<file path="src/rtl/mem_access_pkg.sv">
// rtl/mem_access_pkg.sv - shared constants and types for the memory stage
//
// Purpose: data width, funct3 encodings for load/store sizes and the
// memory-stage FSM state encoding, shared by mem_access and lsu_align.
// Ports: none (package).

package mem_access_pkg;

  localparam int XLEN = 32;

  localparam logic [2:0] F3_B  = 3'b000;
  localparam logic [2:0] F3_H  = 3'b001;
  localparam logic [2:0] F3_W  = 3'b010;
  localparam logic [2:0] F3_BU = 3'b100;
  localparam logic [2:0] F3_HU = 3'b101;

  typedef enum logic [1:0] {
    ST_IDLE = 2'b00,
    ST_REQ  = 2'b01,
    ST_WAIT = 2'b10
  } state_e;

endpackage

</file>
<file path="src/rtl/mem_access_lsu_align.sv">
// rtl/mem_access_lsu_align.sv - byte-lane alignment for loads and stores
//
// Purpose: combinational lane logic. Produces byte enables and lane-replicated
// store data, extracts and sign/zero-extends load data, and flags misaligned
// halfword/word accesses and illegal size encodings.
// Ports:
//   addr_lo_i  in  2     low address bits
//   funct3_i   in  3     access size / signedness
//   wdata_i    in  XLEN  raw store data
//   rdata_i    in  XLEN  raw bus read data
//   be_o       out 4     byte enables
//   wdata_o    out XLEN  lane-replicated store data
//   rdata_o    out XLEN  extracted, extended load data
//   misalign_o out 1     halfword/word access not naturally aligned
//   legal_o    out 1     funct3 is a valid load/store size

module lsu_align
  import mem_access_pkg::*;
(
  input  logic [1:0]      addr_lo_i,
  input  logic [2:0]      funct3_i,
  input  logic [XLEN-1:0] wdata_i,
  input  logic [XLEN-1:0] rdata_i,
  output logic [3:0]      be_o,
  output logic [XLEN-1:0] wdata_o,
  output logic [XLEN-1:0] rdata_o,
  output logic            misalign_o,
  output logic            legal_o
);

  logic [XLEN-1:0] shifted;

  // Bring the addressed byte/halfword down to bit 0 before extension.
  assign shifted = rdata_i >> {addr_lo_i, 3'b000};

  always_comb begin
    be_o       = 4'b0000;
    wdata_o    = wdata_i;
    rdata_o    = shifted;
    misalign_o = 1'b0;
    legal_o    = 1'b1;
    case (funct3_i)
      F3_B, F3_BU: begin
        be_o    = 4'b0001 << addr_lo_i;
        wdata_o = {4{wdata_i[7:0]}};
        rdata_o = (funct3_i == F3_B) ? {{24{shifted[7]}}, shifted[7:0]}
                                     : {24'd0, shifted[7:0]};
      end
      F3_H, F3_HU: begin
        be_o       = 4'b0011 << {addr_lo_i[1], 1'b0};
        wdata_o    = {2{wdata_i[15:0]}};
        rdata_o    = (funct3_i == F3_H) ? {{16{shifted[15]}}, shifted[15:0]}
                                        : {16'd0, shifted[15:0]};
        misalign_o = addr_lo_i[0];
      end
      F3_W: begin
        be_o       = 4'b1111;
        misalign_o = (addr_lo_i != 2'b00);
      end
      default: legal_o = 1'b0;
    endcase
  end

endmodule

</file>
<file path="src/rtl/mem_access.sv">
// rtl/mem_access.sv - rv32im memory stage with req/gnt/rvalid data bus
//
// Purpose: accepts one instruction from execute in IDLE, runs loads/stores
// on the data bus, returns extended load data and passes rd/csr writeback
// fields through. Stalls the pipeline while a bus access is outstanding.
// Ports:
//   clk_i, rst_ni                          clock, sync active-low reset
//   valid_i                                new instruction from execute
//   rd_addr_i/rd_we_i/rd_data_i            destination, enable, ALU/store data
//   mem_addr_i/mem_re_i/mem_we_i/opfunc3_i memory request
//   csr_addr_i/csr_data_i/csr_we_i         CSR writeback, passed through
//   dbus_gnt_i/dbus_rvalid_i/dbus_rdata_i  bus response side
//   dbus_req_o/dbus_we_o/dbus_addr_o       bus request side
//   dbus_be_o/dbus_wdata_o                 byte enables, write data
//   rd_*_o, csr_*_o                        writeback outputs
//   mem_stall_o                            pipeline freeze (combinational)
//   misalign_o/badaddr_o                   misaligned-access pulse + address

module mem_access
  import mem_access_pkg::*;
(
  input  logic            clk_i,
  input  logic            rst_ni,
  input  logic            valid_i,
  input  logic [4:0]      rd_addr_i,
  input  logic            rd_we_i,
  input  logic [XLEN-1:0] rd_data_i,
  input  logic [XLEN-1:0] mem_addr_i,
  input  logic            mem_re_i,
  input  logic            mem_we_i,
  input  logic [2:0]      opfunc3_i,
  input  logic [11:0]     csr_addr_i,
  input  logic [XLEN-1:0] csr_data_i,
  input  logic            csr_we_i,
  input  logic            dbus_gnt_i,
  input  logic            dbus_rvalid_i,
  input  logic [XLEN-1:0] dbus_rdata_i,
  output logic            dbus_req_o,
  output logic            dbus_we_o,
  output logic [XLEN-1:0] dbus_addr_o,
  output logic [3:0]      dbus_be_o,
  output logic [XLEN-1:0] dbus_wdata_o,
  output logic [4:0]      rd_addr_o,
  output logic [XLEN-1:0] rd_data_o,
  output logic            rd_we_o,
  output logic [11:0]     csr_addr_o,
  output logic [XLEN-1:0] csr_data_o,
  output logic            csr_we_o,
  output logic            mem_stall_o,
  output logic            misalign_o,
  output logic [XLEN-1:0] badaddr_o
);

  state_e          state_q, state_d;
  logic            req_q, req_d;
  logic            dbus_we_q, dbus_we_d;
  logic [XLEN-1:0] dbus_addr_q, dbus_addr_d;
  logic [3:0]      be_q, be_d;
  logic [XLEN-1:0] wdata_q, wdata_d;
  logic [4:0]      rd_addr_q, rd_addr_d;
  logic [XLEN-1:0] rd_data_q, rd_data_d;
  logic            rd_we_q, rd_we_d;
  logic [11:0]     csr_addr_q, csr_addr_d;
  logic [XLEN-1:0] csr_data_q, csr_data_d;
  logic            csr_we_q, csr_we_d;
  logic            misalign_q, misalign_d;
  logic [XLEN-1:0] badaddr_q, badaddr_d;

  // Fields captured at acceptance, held until the bus access completes.
  logic [1:0]      addr_lo_q, addr_lo_d;
  logic [2:0]      f3_q, f3_d;
  logic            is_load_q, is_load_d;
  logic [4:0]      cap_rd_addr_q, cap_rd_addr_d;
  logic            cap_rd_we_q, cap_rd_we_d;
  logic [11:0]     cap_csr_addr_q, cap_csr_addr_d;
  logic [XLEN-1:0] cap_csr_data_q, cap_csr_data_d;
  logic            cap_csr_we_q, cap_csr_we_d;

  logic            idle;
  logic            mem_op;
  logic [1:0]      al_addr;
  logic [2:0]      al_f3;
  logic [3:0]      al_be;
  logic [XLEN-1:0] al_wdata;
  logic [XLEN-1:0] al_rdata;
  logic            al_misalign;
  logic            al_legal;
  logic            start;

  assign idle   = (state_q == ST_IDLE);
  assign mem_op = mem_re_i | mem_we_i;

  // One aligner serves both phases: in IDLE it sees the incoming request
  // (store lanes, misalign check); otherwise the captured address/size
  // (load extraction at completion).
  assign al_addr = idle ? mem_addr_i[1:0] : addr_lo_q;
  assign al_f3   = idle ? opfunc3_i : f3_q;

  lsu_align u_align (
    .addr_lo_i  (al_addr),
    .funct3_i   (al_f3),
    .wdata_i    (rd_data_i),
    .rdata_i    (dbus_rdata_i),
    .be_o       (al_be),
    .wdata_o    (al_wdata),
    .rdata_o    (al_rdata),
    .misalign_o (al_misalign),
    .legal_o    (al_legal)
  );

  assign start = idle & valid_i & mem_op & al_legal & ~al_misalign;

  assign mem_stall_o = start | (state_q == ST_REQ) |
                       ((state_q == ST_WAIT) & ~dbus_rvalid_i);

  always_comb begin
    state_d        = state_q;
    req_d          = req_q;
    dbus_we_d      = dbus_we_q;
    dbus_addr_d    = dbus_addr_q;
    be_d           = be_q;
    wdata_d        = wdata_q;
    rd_addr_d      = rd_addr_q;
    rd_data_d      = rd_data_q;
    rd_we_d        = 1'b0;
    csr_addr_d     = csr_addr_q;
    csr_data_d     = csr_data_q;
    csr_we_d       = 1'b0;
    misalign_d     = 1'b0;
    badaddr_d      = badaddr_q;
    addr_lo_d      = addr_lo_q;
    f3_d           = f3_q;
    is_load_d      = is_load_q;
    cap_rd_addr_d  = cap_rd_addr_q;
    cap_rd_we_d    = cap_rd_we_q;
    cap_csr_addr_d = cap_csr_addr_q;
    cap_csr_data_d = cap_csr_data_q;
    cap_csr_we_d   = cap_csr_we_q;

    case (state_q)
      ST_IDLE: begin
        if (valid_i) begin
          if (!mem_op) begin
            rd_addr_d  = rd_addr_i;
            rd_data_d  = rd_data_i;
            rd_we_d    = rd_we_i;
            csr_addr_d = csr_addr_i;
            csr_data_d = csr_data_i;
            csr_we_d   = csr_we_i;
          end else if (!al_legal) begin
            // Reserved size encoding: retire as a bubble.
          end else if (al_misalign) begin
            misalign_d = 1'b1;
            badaddr_d  = mem_addr_i;
          end else begin
            state_d        = ST_REQ;
            req_d          = 1'b1;
            dbus_we_d      = mem_we_i;
            dbus_addr_d    = {mem_addr_i[XLEN-1:2], 2'b00};
            be_d           = al_be;
            wdata_d        = al_wdata;
            addr_lo_d      = mem_addr_i[1:0];
            f3_d           = opfunc3_i;
            is_load_d      = ~mem_we_i;
            cap_rd_addr_d  = rd_addr_i;
            cap_rd_we_d    = rd_we_i;
            cap_csr_addr_d = csr_addr_i;
            cap_csr_data_d = csr_data_i;
            cap_csr_we_d   = csr_we_i;
          end
        end
      end
      ST_REQ: begin
        if (dbus_gnt_i) begin
          state_d = ST_WAIT;
          req_d   = 1'b0;
        end
      end
      ST_WAIT: begin
        if (dbus_rvalid_i) begin
          state_d    = ST_IDLE;
          rd_addr_d  = cap_rd_addr_q;
          csr_addr_d = cap_csr_addr_q;
          csr_data_d = cap_csr_data_q;
          csr_we_d   = cap_csr_we_q;
          if (is_load_q) begin
            rd_data_d = al_rdata;
            rd_we_d   = cap_rd_we_q;
          end
        end
      end
      default: begin
        state_d = ST_IDLE;
        req_d   = 1'b0;
      end
    endcase
  end

  always_ff @(posedge clk_i) begin
    if (!rst_ni) begin
      state_q        <= ST_IDLE;
      req_q          <= 1'b0;
      dbus_we_q      <= 1'b0;
      dbus_addr_q    <= '0;
      be_q           <= '0;
      wdata_q        <= '0;
      rd_addr_q      <= '0;
      rd_data_q      <= '0;
      rd_we_q        <= 1'b0;
      csr_addr_q     <= '0;
      csr_data_q     <= '0;
      csr_we_q       <= 1'b0;
      misalign_q     <= 1'b0;
      badaddr_q      <= '0;
      addr_lo_q      <= '0;
      f3_q           <= '0;
      is_load_q      <= 1'b0;
      cap_rd_addr_q  <= '0;
      cap_rd_we_q    <= 1'b0;
      cap_csr_addr_q <= '0;
      cap_csr_data_q <= '0;
      cap_csr_we_q   <= 1'b0;
    end else begin
      state_q        <= state_d;
      req_q          <= req_d;
      dbus_we_q      <= dbus_we_d;
      dbus_addr_q    <= dbus_addr_d;
      be_q           <= be_d;
      wdata_q        <= wdata_d;
      rd_addr_q      <= rd_addr_d;
      rd_data_q      <= rd_data_d;
      rd_we_q        <= rd_we_d;
      csr_addr_q     <= csr_addr_d;
      csr_data_q     <= csr_data_d;
      csr_we_q       <= csr_we_d;
      misalign_q     <= misalign_d;
      badaddr_q      <= badaddr_d;
      addr_lo_q      <= addr_lo_d;
      f3_q           <= f3_d;
      is_load_q      <= is_load_d;
      cap_rd_addr_q  <= cap_rd_addr_d;
      cap_rd_we_q    <= cap_rd_we_d;
      cap_csr_addr_q <= cap_csr_addr_d;
      cap_csr_data_q <= cap_csr_data_d;
      cap_csr_we_q   <= cap_csr_we_d;
    end
  end

  assign dbus_req_o   = req_q;
  assign dbus_we_o    = dbus_we_q;
  assign dbus_addr_o  = dbus_addr_q;
  assign dbus_be_o    = be_q;
  assign dbus_wdata_o = wdata_q;
  assign rd_addr_o    = rd_addr_q;
  assign rd_data_o    = rd_data_q;
  assign rd_we_o      = rd_we_q;
  assign csr_addr_o   = csr_addr_q;
  assign csr_data_o   = csr_data_q;
  assign csr_we_o     = csr_we_q;
  assign misalign_o   = misalign_q;
  assign badaddr_o    = badaddr_q;

endmodule

</file>
<file path="config.mk">
export PLATFORM = sky130hd
export DESIGN_NAME = mem_access
export DESIGN_NICKNAME = d
export VERILOG_FILES = /design/src/rtl/mem_access_pkg.sv /design/src/rtl/mem_access_lsu_align.sv /design/src/rtl/mem_access.sv
export SDC_FILE = /design/constraint.sdc
export NUM_CORES = 1
export LEC_CHECK = 0
export BUFFER_PORTS_ARGS = -buffer_cell sky130_fd_sc_hd__buf_4
export CELL_PAD_IN_SITES_DETAIL_PLACEMENT = 1
export CELL_PAD_IN_SITES_GLOBAL_PLACEMENT = 2
export CORE_AREA = 2 2 198 200
export CTS_CLUSTER_DIAMETER = 50
export CTS_CLUSTER_SIZE = 28
export DETAILED_ROUTE_END_ITERATION = 16
export DIE_AREA = 0 0 200 202
export GPL_TIMING_DRIVEN = 1
export PLACE_DENSITY_LB_ADDON = 0.1
export SLEW_MARGIN = 40
export SYNTH_ARGS = -nofsm -noshare
export SYNTH_HDL_FRONTEND = slang
export SYNTH_SLANG_ARGS = --single-unit
</file>
<file path="constraint.sdc">
create_clock -name clk_i -period 2.9 [get_ports clk_i]
set_input_delay 0.58 -clock clk_i [delete_from_list [all_inputs] [get_ports clk_i]]
set_output_delay 0.58 -clock clk_i [all_outputs]
set_load 0.01 [all_outputs]
</file>
* After elaboration in Yosys (flattened, before gate mapping)
Index checks and enable logic that the tools add are counted.
Operators by class: equality and inequality tests 14, shifts and indexed selects 3, muxes and demuxes 49, bitwise logic cells 12, reductions and logical operators 14
Operators with widths (count):
- 32-bit two-way mux | 9
- 32-bit case mux with 2 select lines | 4
- 12-bit two-way mux | 3
- 32-bit by 5-bit right shift with 32-bit output | 1
- 12-bit case mux with 2 select lines | 1
- 5-bit AND reduction | 4
- 5-bit two-way mux | 3
- 1-bit two-way mux | 14
- 2-bit two-way mux | 7
- 2-bit inequality test (second input constant) | 6
- 4-bit case mux with 3 select lines | 1
- 6-bit AND reduction | 2
- 5-bit case mux with 2 select lines | 1
- 3-bit equality test (second input constant) | 2
- 1-bit case mux with 2 select lines | 3
- 2-bit case mux with 3 select lines | 1
- 1-bit bitwise AND | 5
- 5-bit OR reduction | 1
- 2-bit by 1-bit inequality test with 1-bit output (second input constant) | 2
- 1-bit NOT | 4
- 4-bit AND reduction | 1
- 2-bit nonzero test | 2
- 2-bit OR reduction | 2
- 1-bit by 2-bit << shifter with 4-bit output (first input constant) | 1
- other kinds (10) | 12
Storage, ports and cells: register bits after elaboration 243, input port bits 157, output and inout port bits 187

* Depth between registers and ports, before layout
depth in word-level cells 10, gate-level depth with buffers 9, mapped depth without buffers 5

* By module
A second synthesis with hierarchy kept.
Second synthesis, totals: cell total of the unflattened synthesis 1250, area total of the unflattened synthesis 11496.0 µm²
Modules (own cells, without submodules):
- mem_access | instances 1, cells each 1062, area an instance 10253.6 µm², seq. area each 4864.7 µm²
- lsu_align | instances 1, cells each 188, area an instance 1242.4 µm², seq. area each 0.0 µm²

* Worst setup path after synthesis
Ideal clock, no wire load.
path kind input-to-output, start input port opfunc3_i[2], end output port mem_stall_o, arrival time 1.960 ns, data required time 2.320 ns, path slack 0.360 ns, stages 6, path buffers 1, cell sequence or4_1 > o31a_1 > o21ai_1 > buf_2 > nand2_1 > o211ai_1
On the way: cells in the longest elaborated chain, start to end 8, elaborated cells between the ends (all ways) 15, classes of those cells eq/ne: 4; mux: 3; bitwise: 5; reduce/logical: 3
Ends and longest elaborated chain:
- start, declared | RTL line mem_access.sv:31 | input logic [2:0] opfunc3_i,
- 3-bit two-way mux * | RTL line mem_access.sv:97 | assign al_f3 = idle ? opfunc3_i : f3_q;
- 3-bit equality test, or another cell as far along | RTL line mem_access_lsu_align.sv:42 | case (funct3_i)
- 5-bit OR reduction (no line) or 2-bit OR reduction (tied branches)
- 1-bit two-way mux or 1-bit case mux with 2 select lines (tied branches) | RTL line mem_access_lsu_align.sv:42
- 1-bit bitwise AND or 1-bit NOT (tied branches)
- 1-bit bitwise AND * | RTL line mem_access.sv:111 | assign start = idle & valid_i & mem_op & al_legal & ~al_misalign;
- 1-bit OR * (2 in a row) | RTL line mem_access.sv:113 | assign mem_stall_o = start | (state_q == ST_REQ) |
- end, declared | RTL line mem_access.sv:49 | output logic mem_stall_o,
Every way passes the cells marked *; elsewhere a longest branch is shown, timed or not.

* Worst setup path in the final report
start register state_q[0], end output port mem_stall_o
On the way: cells in the longest elaborated chain, start to end 9, elaborated cells between the ends (all ways) 23, classes of those cells eq/ne: 6; mux: 4; bitwise: 8; reduce/logical: 5
Ends and longest elaborated chain:
- start, declared | RTL line mem_access.sv:54 | state_e state_q, state_d;
- start signal, assigned | RTL line mem_access.sv:224 | state_q <= state_d;
- 2-bit zero test | RTL line mem_access.sv:90 | assign idle = (state_q == ST_IDLE);
- 3-bit two-way mux | RTL line mem_access.sv:97
- 3-bit equality test, or another cell as far along | RTL line mem_access_lsu_align.sv:42
- 5-bit OR reduction (no line) or 2-bit OR reduction (tied branches)
- 1-bit two-way mux or 1-bit case mux with 2 select lines (tied branches) | RTL line mem_access_lsu_align.sv:42
- 1-bit bitwise AND or 1-bit NOT (tied branches)
- 1-bit bitwise AND | RTL line mem_access.sv:111
- 1-bit OR | RTL line mem_access.sv:113
- 1-bit OR * | RTL line mem_access.sv:113
Marks and branches as above.

==> qor.txt <==
Synth Area per Inst -> 8.140 sq um
Syn Inst Count -> 1348
# IOs -> 344
#FFs+latches synth -> 243
drt wl/cell -> 21.29 microns
H-tree levels -> 2
Synth area leader -> dfxtp_1
top post-synthesis cells by area -> dfxtp_1 44%, nand2_1 7.9%, a21oi_1 6.4%
largest net degree at the start of global routing -> 174
Critical Path Source Type -> flop
layout cells sized above 1 -> 29.34%
clk slew on worst S/H paths -> 0.06 ns
Clock Skew -> 0.02130 ns
Synth top area share -> 44.33%
vias in the first global route -> 11.58k
Setup crit start -> state_q[0]
status -> finished clean
routed vias -> 11.44k
Initial Util -> 28.66%
worst stage delay on the critical path -> 0.54 ns
CP Capture Point -> mem_stall_o
CTS root buf -> clkbuf_16
crit end category -> output port
Worst Path Max Fanout -> 10
crit path DAT -> 2.21 ns
core region area -> 38290 sq um
PortBufs -> 341
crit-path cells -> buf_6, or4_4, o31a_1, a21oi_4, nand2_2, o211ai_1, buf_4
R2R Setup Slk -> 0.29 ns
Final Critical Period -> 2.794 ns
mapped cell area -> 10970 sq um
P&R area growth vs syn -> 41.59%
Crit Path Class -> flop to output port
HP Class -> primary input to flop
first-pass GRT wire length -> 70040 microns
max-slew violation total from the final report -> 0
Worst R2R Start -> state_q[1]
worst r2r path cells -> 8
routability cong. -> 0.8594
Post-synth ARST share -> 0%
setup ws final -> 0.1060 ns
max frequency -> 0.3579 GHz
Die Ht -> 202 microns
Critical R2R Capture -> rd_data_o[31]
Worst EP required -> 2.32 ns
PwrDens -> 677.8 nW/um^2
period utilization -> 96.34%
critical path's slowest cell -> or4_4
Post-synth EDFFs -> 0
headroom to the max-slew limit -> 43.90%
GRT Overall Usage -> 22.37%
maximum clock insertion buffer count -> 3
nets@finish -> 1798
total iterations of the first detailed-routing run -> 5
Leak -> 6.128 nW
DR iter-0 viols -> 658
sequential fraction of the synthesis area -> 44.33%
ys flop type -> dfxtp_1
Final Hold Viols -> 0
Setup violations, final -> 0
dpl hpwl -> 31250 microns
die width -> 200 microns
Synth Warn # -> 0
routed vias/inst -> 5.227
Final ANT Viol Nets -> 0
Detailed Route WL -> 46600 microns
# hold bufs at CTS -> 0
CTS sink cnt -> 243
total gr overflow -> 0
max cap viols -> 0
row count -> 72
# DRC -> 0
initial antenna violation count -> 2
fill count -> 4522
Worst-Skew Late Latency -> 0.53 ns
pre-CTS setup slack -> 0.1628 ns
Least-Margin Pin Slew -> 0.8414 ns
CTS Buf Count -> 39
Yosys cell types -> 63
CTS tree -> built
peak supply drop -> 0.3038 mV
Die Area -> 40400 sq um
Overall Power -> 0.01053 W
## per-stage QoR
| stage | hold slack (ns) | cells | util [%] | cell area, sq um | TNS (ns) |
|---|---|---|---|---|---|
| 6_report | 0.3152 | 2189 | 40.58 | 15540 | 0 |
| 5_1_grt | 0.3002 | 2188 | 40.57 | 15530 | -0.007370 |
| 4_1_cts | 0.2920 | 2180 | 40.32 | 15440 | 0 |
| 3_5_place_dp | 0.4528 | 2108 | 36.67 | 14040 | 0 |
| 3_3_place_gp | 0.4430 | 2108 | 36.63 | 14020 | 0 |
| 2_1_floorplan | 0.4514 | 1349 | - | 10980 | 0 |
## registers in the layout (all words and copies together), names as in the netlist, 2 cells and up
signal	flops
addr_lo_q	2
badaddr_o	32
cap_csr_addr_q	12
cap_csr_data_q	32
cap_rd_addr_q	5
csr_addr_o	12
csr_data_o	32
dbus_addr_o	30
dbus_be_o	4
dbus_wdata_o	32
f3_q	3
rd_addr_o	5
rd_data_o	32
state_q	2
## metal layers
metal / up-vias / track usage, % / wire [microns]
met5: - / 0 / 16
met4: 2 / 6.772 / 1231
met3: 76 / 4.505 / 2555
met2: 317 / 37.45 / 22470
li1: 5481 / - / -
met1: 5565 / 28.86 / 20320
## report_power, final
group          switching, W  leakage (nW)  internal, W
combinational       0.00110          3.49     0.000736
clock               0.00180         0.657      0.00320
sequential         0.000131          1.98      0.00356
total               0.00303          6.13      0.00750
## worst min path at each step
stage | startpoint | end | slack [ns] | depth (start not counted)
floorplan | cap_csr_addr_q[0] | csr_addr_o[0] | 0.45 | 2
global placement | badaddr_o[2] | badaddr_o[2] | 0.44 | 2
detailed placement | badaddr_o[18] | badaddr_o[18] | 0.45 | 2
CTS | mem_addr_i[29] | badaddr_o[29] | 0.29 | 3
global route | mem_addr_i[24] | badaddr_o[24] | 0.30 | 3
finish | csr_addr_i[6] | cap_csr_addr_q[6] | 0.32 | 3
## final cells by class
| type | count | area (sq um) | area share, % |
|---|---|---|---|
| sequential | 243 | 4868 | 31.34 |
| clock inverter | 23 | 339.1 | 2.182 |
| antenna | 1 | 2.502 | 0.01611 |
| timing repair buffer | 387 | 3043 | 19.59 |
| clock buffer | 47 | 1036 | 6.668 |
| tap | 518 | 648.1 | 4.172 |
| inverter | 5 | 23.77 | 0.1530 |
| multi-input combinational | 965 | 5575 | 35.89 |
## logic make-up (layout without fill, tap and decap cells)
family          count (synthesis)  after routing  share of synthesized area [%]
compound gates                464            464                          27.54
buf+inv                       141            462                          5.792
flops                         243            243                          44.33
mux                            43             43                          3.945
other cells                     1              3                        0.03417
simple gates                  456            456                          18.36
## timing repair
| action | in CTS | in global routing |
|---|---|---|
| gates cloned | 0 | 1 |
| setup buffers | 2 | 6 |
| gates resized for setup | 2 | 6 |
| setup endpoints to repair | 1 | 1 |
| pin swaps | 2 | 6 |
## synth_stat cells, drive strengths merged (2+ instances only)
cell type  count
o21ai        125
clkbuf        90
nor4b          2
a311oi        67
or4            3
buf           46
o211ai        24
a22oi          9
a32oi          9
or3b           2
nand2b         5
o21a          18
nor2b          9
a211oi        21
and3           8
o311ai         2
dfxtp        243
nor2          66
a211o          7
mux2           2
mux2i         41
inv            4
nand3b         2
a21oi        143
or4b           2
o31ai          3
o31a           2
nand4          2
nand3        114
and2           2
a21o           3
nand2        233
a222oi         8
a31oi         17
or3            3
## critical path: cells and delay by family (launching register included)
family          cells  cell delay (ns)
simple gates        2             0.62
compound gates      3             0.44
flops               1             0.32
buf+inv             2             0.31
## cell usage in the layout, fill, tap and decap left out, types with 16 or more instances in the layout
master / instances
o21a_1: 18
a31oi_1: 16
nand3_1: 113
dfxtp_1: 242
a311oi_1: 65
a21oi_1: 139
o21ai_0: 116
buf_4: 374
nand2_1: 230
a211oi_1: 20
clkbuf_16: 39
nor2_1: 64
o211ai_1: 24
mux2i_1: 41
No activity file was read; power rests on OpenSTA's default activity.
